[config.mk]
export PLATFORM = sky130hd
export DESIGN_NAME = mandel_coord_gen
export DESIGN_NICKNAME = d
export VERILOG_FILES = /design/src/rtl/mandel_coord_gen.sv
export SDC_FILE = /design/constraint.sdc
export NUM_CORES = 1
export LEC_CHECK = 0
export ABC_AREA = 1
export BUFFER_PORTS_ARGS = -buffer_cell sky130_fd_sc_hd__buf_4
export CORE_ASPECT_RATIO = 0.5
export CORE_MARGIN = 2
export CORE_UTILIZATION = 55
export CTS_CLUSTER_SIZE = 20
export DETAILED_ROUTE_END_ITERATION = 6
export PLACE_DENSITY = 0.76
export SLEW_MARGIN = 20
export SYNTH_ARGS = -nofsm -noshare
export SYNTH_HDL_FRONTEND = slang
export SYNTH_SLANG_ARGS = --single-unit
[constraint.sdc]
create_clock -name clk -period 2.28 [get_ports clk]
set_clock_uncertainty 0.05 [all_clocks]
set_input_delay 0.114 -clock clk [delete_from_list [all_inputs] [get_ports clk]]
set_output_delay 0.114 -clock clk [all_outputs]
set_load 0.02 [all_outputs]
[src/rtl/mandel_coord_gen.sv]
// rtl/mandel_coord_gen.sv - raster-order complex-plane coordinate generator for a mandelbrot pipeline
// Walks a H_RES x V_RES frame in Q8.24, emitting one (c_real, c_imag, px_x, px_y) sample per handshake.
module mandel_coord_gen #(
    parameter int H_RES = 640,
    parameter int V_RES = 480,
    parameter int XW    = 10,
    parameter int YW    = 10
) (
    input  logic          clk,
    input  logic          reset,
    input  logic          start,
    input  logic [31:0]   origin_real,
    input  logic [31:0]   origin_imag,
    input  logic [31:0]   step,
    input  logic          out_ready,
    output logic          out_valid,
    output logic [31:0]   c_real,
    output logic [31:0]   c_imag,
    output logic [XW-1:0] px_x,
    output logic [YW-1:0] px_y,
    output logic          busy,
    output logic          frame_done
);

    localparam logic [XW-1:0] X_LAST = XW'(H_RES - 1);
    localparam logic [YW-1:0] Y_LAST = YW'(V_RES - 1);

    typedef enum logic [1:0] {
        S_IDLE,
        S_RUN,
        S_DONE
    } state_t;

    state_t        state_q;
    logic [31:0]   orig_re_q;
    logic [31:0]   row_im_q;
    logic [31:0]   step_q;
    logic [31:0]   c_real_q;
    logic [31:0]   c_imag_q;
    logic [XW-1:0] px_x_q;
    logic [YW-1:0] px_y_q;
    logic          out_valid_q;
    logic          busy_q;
    logic          frame_done_q;

    logic          xfer;
    logic          x_last;
    logic          y_last;
    logic [31:0]   c_real_d;
    logic [31:0]   row_im_d;

    assign xfer     = out_valid_q & out_ready;
    assign x_last   = (px_x_q == X_LAST);
    assign y_last   = (px_y_q == Y_LAST);
    // Arithmetic wraps modulo 2^32 by construction; no saturation on purpose.
    assign c_real_d = c_real_q + step_q;
    assign row_im_d = row_im_q - step_q;

    always_ff @(posedge clk) begin
        if (reset) begin
            state_q      <= S_IDLE;
            orig_re_q    <= '0;
            row_im_q     <= '0;
            step_q       <= '0;
            c_real_q     <= '0;
            c_imag_q     <= '0;
            px_x_q       <= '0;
            px_y_q       <= '0;
            out_valid_q  <= 1'b0;
            busy_q       <= 1'b0;
            frame_done_q <= 1'b0;
        end else begin
            case (state_q)
                S_IDLE: begin
                    frame_done_q <= 1'b0;
                    if (start) begin
                        orig_re_q   <= origin_real;
                        row_im_q    <= origin_imag;
                        step_q      <= step;
                        c_real_q    <= origin_real;
                        c_imag_q    <= origin_imag;
                        px_x_q      <= '0;
                        px_y_q      <= '0;
                        out_valid_q <= 1'b1;
                        busy_q      <= 1'b1;
                        state_q     <= S_RUN;
                    end
                end
                S_RUN: begin
                    if (xfer) begin
                        if (!x_last) begin
                            px_x_q   <= px_x_q + XW'(1);
                            c_real_q <= c_real_d;
                        end else if (!y_last) begin
                            // Row wrap: real part restarts, imaginary part steps downward.
                            px_x_q   <= '0;
                            c_real_q <= orig_re_q;
                            px_y_q   <= px_y_q + YW'(1);
                            row_im_q <= row_im_d;
                            c_imag_q <= row_im_d;
                        end else begin
                            out_valid_q  <= 1'b0;
                            frame_done_q <= 1'b1;
                            state_q      <= S_DONE;
                        end
                    end
                end
                S_DONE: begin
                    frame_done_q <= 1'b0;
                    busy_q       <= 1'b0;
                    state_q      <= S_IDLE;
                end
                default: begin
                    out_valid_q  <= 1'b0;
                    frame_done_q <= 1'b0;
                    busy_q       <= 1'b0;
                    state_q      <= S_IDLE;
                end
            endcase
        end
    end

    assign out_valid  = out_valid_q;
    assign c_real     = c_real_q;
    assign c_imag     = c_imag_q;
    assign px_x       = px_x_q;
    assign px_y       = px_y_q;
    assign busy       = busy_q;
    assign frame_done = frame_done_q;

endmodule

* After elaboration in Yosys (flattened, before gate mapping) *
Index checks and enable logic that the tools add are counted.

word-level totals
  bits in registers = 153
  latch bits = 0
  bits in writable memories = 0
  bits in read-only memories = 0
  logic and storage cells = 67
  memories = 0

operators by class
  add/sub/neg operators = 4
  multiply operators = 0
  div/mod/pow operators = 0
  magnitude comparators = 0
  eq/ne operators = 10
  shift-type cells = 0
  mux-type cells = 30
  bitwise operators = 3
  reduce and logical (&&, ||, !) cells = 10

operators with widths
  operator                                               count
  two-way mux 32 bit                                     8
  case mux 32 bit (2 select lines)                       2
  two-way mux 10 bit                                     7
  case mux 10 bit (2 select lines)                       2
  adder 32 bit                                           1
  subtractor 32 bit                                      1
  adder 10 x 1 -> 10 bit (second input constant)         2
  equality test 10 bit (second input constant)           1
  equality test 10 x 9 -> 1 bit (second input constant)  1
  inequality test 2 bit (second input constant)          5
  AND reduction 5 bit                                    2
  two-way mux 2 bit                                      4
  AND reduction 4 bit                                    2
  two-way mux 1 bit                                      4
  case mux 2 bit (2 select lines)                        1
  AND reduction 2 bit                                    2
  inequality test 3 bit (second input constant)          1
  case mux 1 bit (3 select lines)                        1
  AND reduction 3 bit                                    1
  equality test 2 x 1 -> 1 bit (second input constant)   1
  equality test 2 bit (second input constant)            1
  logical NOT 2 bit                                      1
  NOT 1 bit                                              2
  case mux 1 bit (2 select lines)                        1
  other kinds (3)                                        3

* Longest topological paths before layout *
  depth in word-level cells = 5
  depth in mapped cells = 16
  gate-level depth less buffers = 16

* Worst setup path after synthesis *
Ideal clock, no wire load.

  kind = register to register
  from = register c_imag[0] (netlist name)
  to = register c_imag_q[28] (netlist: c_imag[28])
  library setup time = 112 ps
  arrival = 1896 ps
  data required time = 2118 ps
  setup slack = 222 ps
  stages on the path, launching flop included = 14
  cell sequence = dfxtp_1 > inv_1 > ha_1 > fa_1 > inv_1 > nand3_1 > nand3_1 > nand2_1 > nand3_1 > nand2_1 > nand3_1 > nand3_1 > nand2_1 > nand2_1

RTL lines
  item                  line  RTL
  end signal, assigned  81    c_imag_q <= origin_imag;
  end signal, assigned  100   c_imag_q <= row_im_d;
  end, declared         39    logic [31:0] c_imag_q;

* Worst setup path in the final report *
  from = register step_q[15]
  to = register c_imag_q[26] (netlist: c_imag[26])

between the ends
  word-level cells in the longest chain between the ends = 5

RTL lines
  item                              line  RTL
  start, declared                   37    logic [31:0] step_q;
  start signal, assigned            79    step_q <= step;
  subtractor 32 bit                 57    assign row_im_d = row_im_q - step_q;
  two-way mux 32 bit                94    end else if (!y_last) begin
  two-way mux 32 bit                91    if (!x_last) begin
  two-way mux 32 bit                90    if (xfer) begin
  case mux 32 bit (2 select lines)  73    case (state_q)

Every way passes these cells. The select of a mux whose other input is x is not followed.
A chain may end at the register's enable or synchronous reset.

==> impl_metrics.py <==
metrics = {
    "hold_path": {
        "min_to": "c_imag[17]$_SDFFE_PP0P_",
        "worstHoldPathCells": 5,
        "hold_start": "origin_imag[17]",
        "hold_class": "in2reg",
    },
    "logic_synthesis": {
        "synthMuxAreaShare_pct": 0.181,
        "synth.distinct_cells": 44,
        "yosysSeqAreaShare_pct": 27.7,
        "synth_compound_area_share_pct": 16.8,
        "synth_adder_area_share_pct": 7.62,
        "yosys.area_share.simple_pct": 34.0,
        "yosys.area_share.xor_xnor_pct": 1.19,
        "synth_fp_nets": 2028,
        "yosys_warnings": 0,
        "synth_top_family_by_area": "simple AND/OR/NAND/NOR gates",
        "synth-seq-cells": 153,
        "synthesis.area_mm2": 0.0110,
        "synthCells": 1862,
        "avgSynthCellArea_um2": 5.93,
    },
    "setup_path": {
        "critPathKind": "reg2reg",
        "crit_arrival_ps": 2500,
        "reg2reg_depth": 13,
        "crit_fanout": 4,
        "start_kind": "flip-flop",
        "regToRegSetupSlack_ps": 80,
        "critPathCaptureType": "flip-flop",
        "worstPathRequired_ps": 2590,
        "r2r_end": "c_imag[26]$_SDFFE_PP0P_",
        "rr_startpoint": "step_q[15]$_SDFFE_PP0P_",
    },
    "routing": {
        "drt-wirelength-per-cell_um": 16.0,
        "remaining_drc_errors": 0,
        "drt_iter0_drc": 1290,
        "dr.pass1.iters": 6,
        "ant_nets": 0,
        "vias": 13000,
        "routed_via_density": 5.40,
        "drt-total-wl_um": 38700,
    },
    "layout": {
        "multi_input_area_mm2": 0.00670,
        "fillCellCount": 1684,
        "syn2layout_area_growth_pct": 31.3,
        "nNetsFinal": 2299,
        "final_cell_mix": "nand2_1 (570), inv_1 (294), buf_4 (217)",
        "mostFrequentLayoutCell": "nand2_1",
        "seq_area_mm2": 0.00306,
        "drive_gt1_share_pct": 14.4,
        "final_util_pct": 74.1,
        "fin_area_mm2": 0.0145,
    },
    "power_and_ir_drop": {
        "power_switching_uw": 3940,
        "power_switching_share_pct": 38.8,
        "internal-power_uw": 6220,
        "powerDensity_mw_per_mm2": 702,
        "leakage_uw": 0.00758,
        "clockPowerShare_pct": 30.4,
        "pwr-share-seq_pct": 31.0,
        "power_frac_comb_pct": 38.6,
        "vdd_ir_drop_max_mv": 0.590,
        "finalPower_uw": 10200,
    },
    "floorplan": {
        "core_area_mm2": 0.0195,
        "start_util_pct": 56.5,
        "chipWidth_um": 204,
        "dieHeight_um": 104,
        "rows": 36,
        "dieArea_mm2": 0.0213,
        "ioPinCount": 187,
    },
    "global_route": {
        "grt.total_usage_pct": 36.3,
        "antenna_found_initial": 2,
        "grt_pass1_wl_um": 60200,
        "overflow": 0,
        "grt_pass1_vias": 11500,
        "grt_max_degree": 81,
    },
    "sta": {
        "tns_ps": 0,
        "period_share_pct": 96.3,
        "relSlewSlack_pct": 50.5,
        "report.final.slew_viol_count": 0,
        "min_period_ps": 2200,
        "setup_violations": 0,
        "finalHoldViolations": 0,
        "tightestPinTransition_ps": 742,
        "worst_slack_ps": 84.9,
        "fmax_mhz": 456,
    },
    "placement": {
        "placed_area_mm2": 0.0129,
        "gp_congestion": 0.995,
        "dp_slack_ps": 118,
        "port_buffers": 186,
        "hpwl_um": 28900,
    },
    "job": {
        "max-cap-violations": 0,
    },
    "clocking": {
        "cts_tree": "done",
        "clock-sinks": 153,
        "worstSkewPairLatency_ps": 460,
        "numCtsBuffers": 17,
        "cts-root-buf": "clkbuf_16",
        "cts.clk_slew.worst_paths_ps": 70,
        "htreeDepth": 4,
        "cts_buffer_depth": 2,
    },
    "outcome": {
        "status": "finished clean",
    },
}
==> layout make-up <==
class | instances | share of cell area, %
Clock buffer | 18 | 2.96
Multi-Input combinational cell | 1350 | 46.2
Timing Repair Buffer | 310 | 18.1
Inverter | 301 | 7.81
Sequential cell | 153 | 21.1
Antenna cell | 2 | 0.0345
Clock inverter | 14 | 1.37
Tap cell | 266 | 2.30
==> through the flow <==
stage          hold slack [ps]  std cells
2_1_floorplan              199       1862
3_3_place_gp               298       2292
3_5_place_dp               305       2292
4_1_cts                   1.67       2410
5_1_grt                   10.3       2414
6_report                  13.1       2414
==> worst max-delay path, cell delays in order (launching register included) <==
cell,delay (ps)
dfxtp_1,450
inv_1,160
ha_1,350
nand2_1,110
nor2_1,70
buf_4,140
a21oi_2,220
nor2_1,80
nor2_1,150
nand2_1,70
nand2_1,60
nand3_1,60
nand2_1,90
nand2_1,50
==> sequential cells by signal (all words and copies together) (netlist names) <==
signal and count:
state_q 2, frame_done 1, out_valid 1, step_q 32
px_x 10, c_real 32, c_imag 32, busy 1
px_y 10, orig_re_q 32
==> how the worst max path moves through the flow <==
stage | cells past startpoint | startpoint | to | slack (ps)
CTS | 10 | c_real[10]$_SDFFE_PP0P_ | c_real[21]$_SDFFE_PP0P_ | 100
floorplan | 13 | c_imag[0]$_SDFFE_PP0P_ | c_imag[28]$_SDFFE_PP0P_ | 220
global route | 11 | step_q[20]$_SDFFE_PP0P_ | c_imag[26]$_SDFFE_PP0P_ | -9
detailed placement | 11 | step_q[0]$_SDFFE_PP0P_ | c_real[16]$_SDFFE_PP0P_ | 120
global placement | 11 | c_real[10]$_SDFFE_PP0P_ | c_real[29]$_SDFFE_PP0P_ | 100
finish | 13 | step_q[15]$_SDFFE_PP0P_ | c_imag[26]$_SDFFE_PP0P_ | 80
==> what timing repair did <==
action / in CTS / in global routing
hold endpoints to repair: 105 / 0
setup buffers: 0 / 2
hold buffers: 86 / 0
resized for setup: 0 / 25
setup endpoints to repair: 0 / 52
==> power groups by stage <==
| stage | Combinational [uW] | Clock [uW] | Sequential [uW] |
|---|---|---|---|
| 2_1_floorplan | 2310 | 0 | 3280 |
| 3_3_place_gp | 3600 | 0 | 3190 |
| 3_5_place_dp | 3620 | 0 | 3190 |
| 4_1_cts | 3760 | 3090 | 3130 |
| 5_1_grt | 4320 | 3230 | 3170 |
| 6_report | 3920 | 3090 | 3150 |
==> cells by family (layout without fill, tap and decap cells) <==
| family | Yosys count | in the layout |
|---|---|---|
| flops | 153 | 153 |
| other cells | 0 | 2 |
| buf+inv | 359 | 643 |
| fa+ha+maj | 66 | 66 |
| compound gates | 349 | 349 |
| simple gates | 918 | 918 |
| mux | 2 | 2 |
| xor+xnor | 15 | 15 |
==> synthesized netlist by cell type <==
library cell | instances | share of area, %
and2_1 | 2 | 0.11
a21oi_2 | 1 | 0.079
a31oi_1 | 13 | 0.74
mux2i_1 | 2 | 0.18
inv_2 | 5 | 0.17
o21bai_1 | 4 | 0.27
o211a_1 | 3 | 0.27
xnor2_1 | 2 | 0.16
o21ai_0 | 159 | 7.2
nand3_1 | 113 | 5.1
nand4_1 | 15 | 0.85
a21o_1 | 3 | 0.20
dfxtp_1 | 153 | 28
o21ai_1 | 1 | 0.045
nor3_4 | 1 | 0.15
nand2_1 | 571 | 19
and3_1 | 1 | 0.057
nand3b_1 | 5 | 0.34
xor2_1 | 13 | 1.0
a211oi_1 | 1 | 0.068
nand2_2 | 3 | 0.17
buf_2 | 9 | 0.41
nor4_1 | 1 | 0.057
clkbuf_1 | 44 | 1.5
ha_1 | 64 | 7.3
nor3_1 | 15 | 0.68
o21a_1 | 2 | 0.14
buf_1 | 1 | 0.034
inv_1 | 296 | 10
nor2_4 | 1 | 0.10
buf_4 | 3 | 0.20
fa_1 | 2 | 0.36
a31o_2 | 1 | 0.079
o22ai_1 | 1 | 0.057
buf_6 | 1 | 0.10
a41oi_1 | 1 | 0.079
nor2_2 | 3 | 0.17
nand2_4 | 1 | 0.10
a21oi_1 | 143 | 6.5
or2_2 | 14 | 0.79
nor2_1 | 172 | 5.8
a22oi_1 | 11 | 0.75
a21boi_0 | 3 | 0.20
a22o_1 | 2 | 0.16
==> per-layer routing <==
layer / vias up / global-route usage, % / part of all wire [%]
met5: - / 0 / 0
met4: 0 / 11.7 / 2.5
met3: 72 / 8.11 / 11
met2: 646 / 53.3 / 42
met1: 5864 / 52.4 / 45
li1: 6463 / - / -
Power figures use the tool's default switching activity.
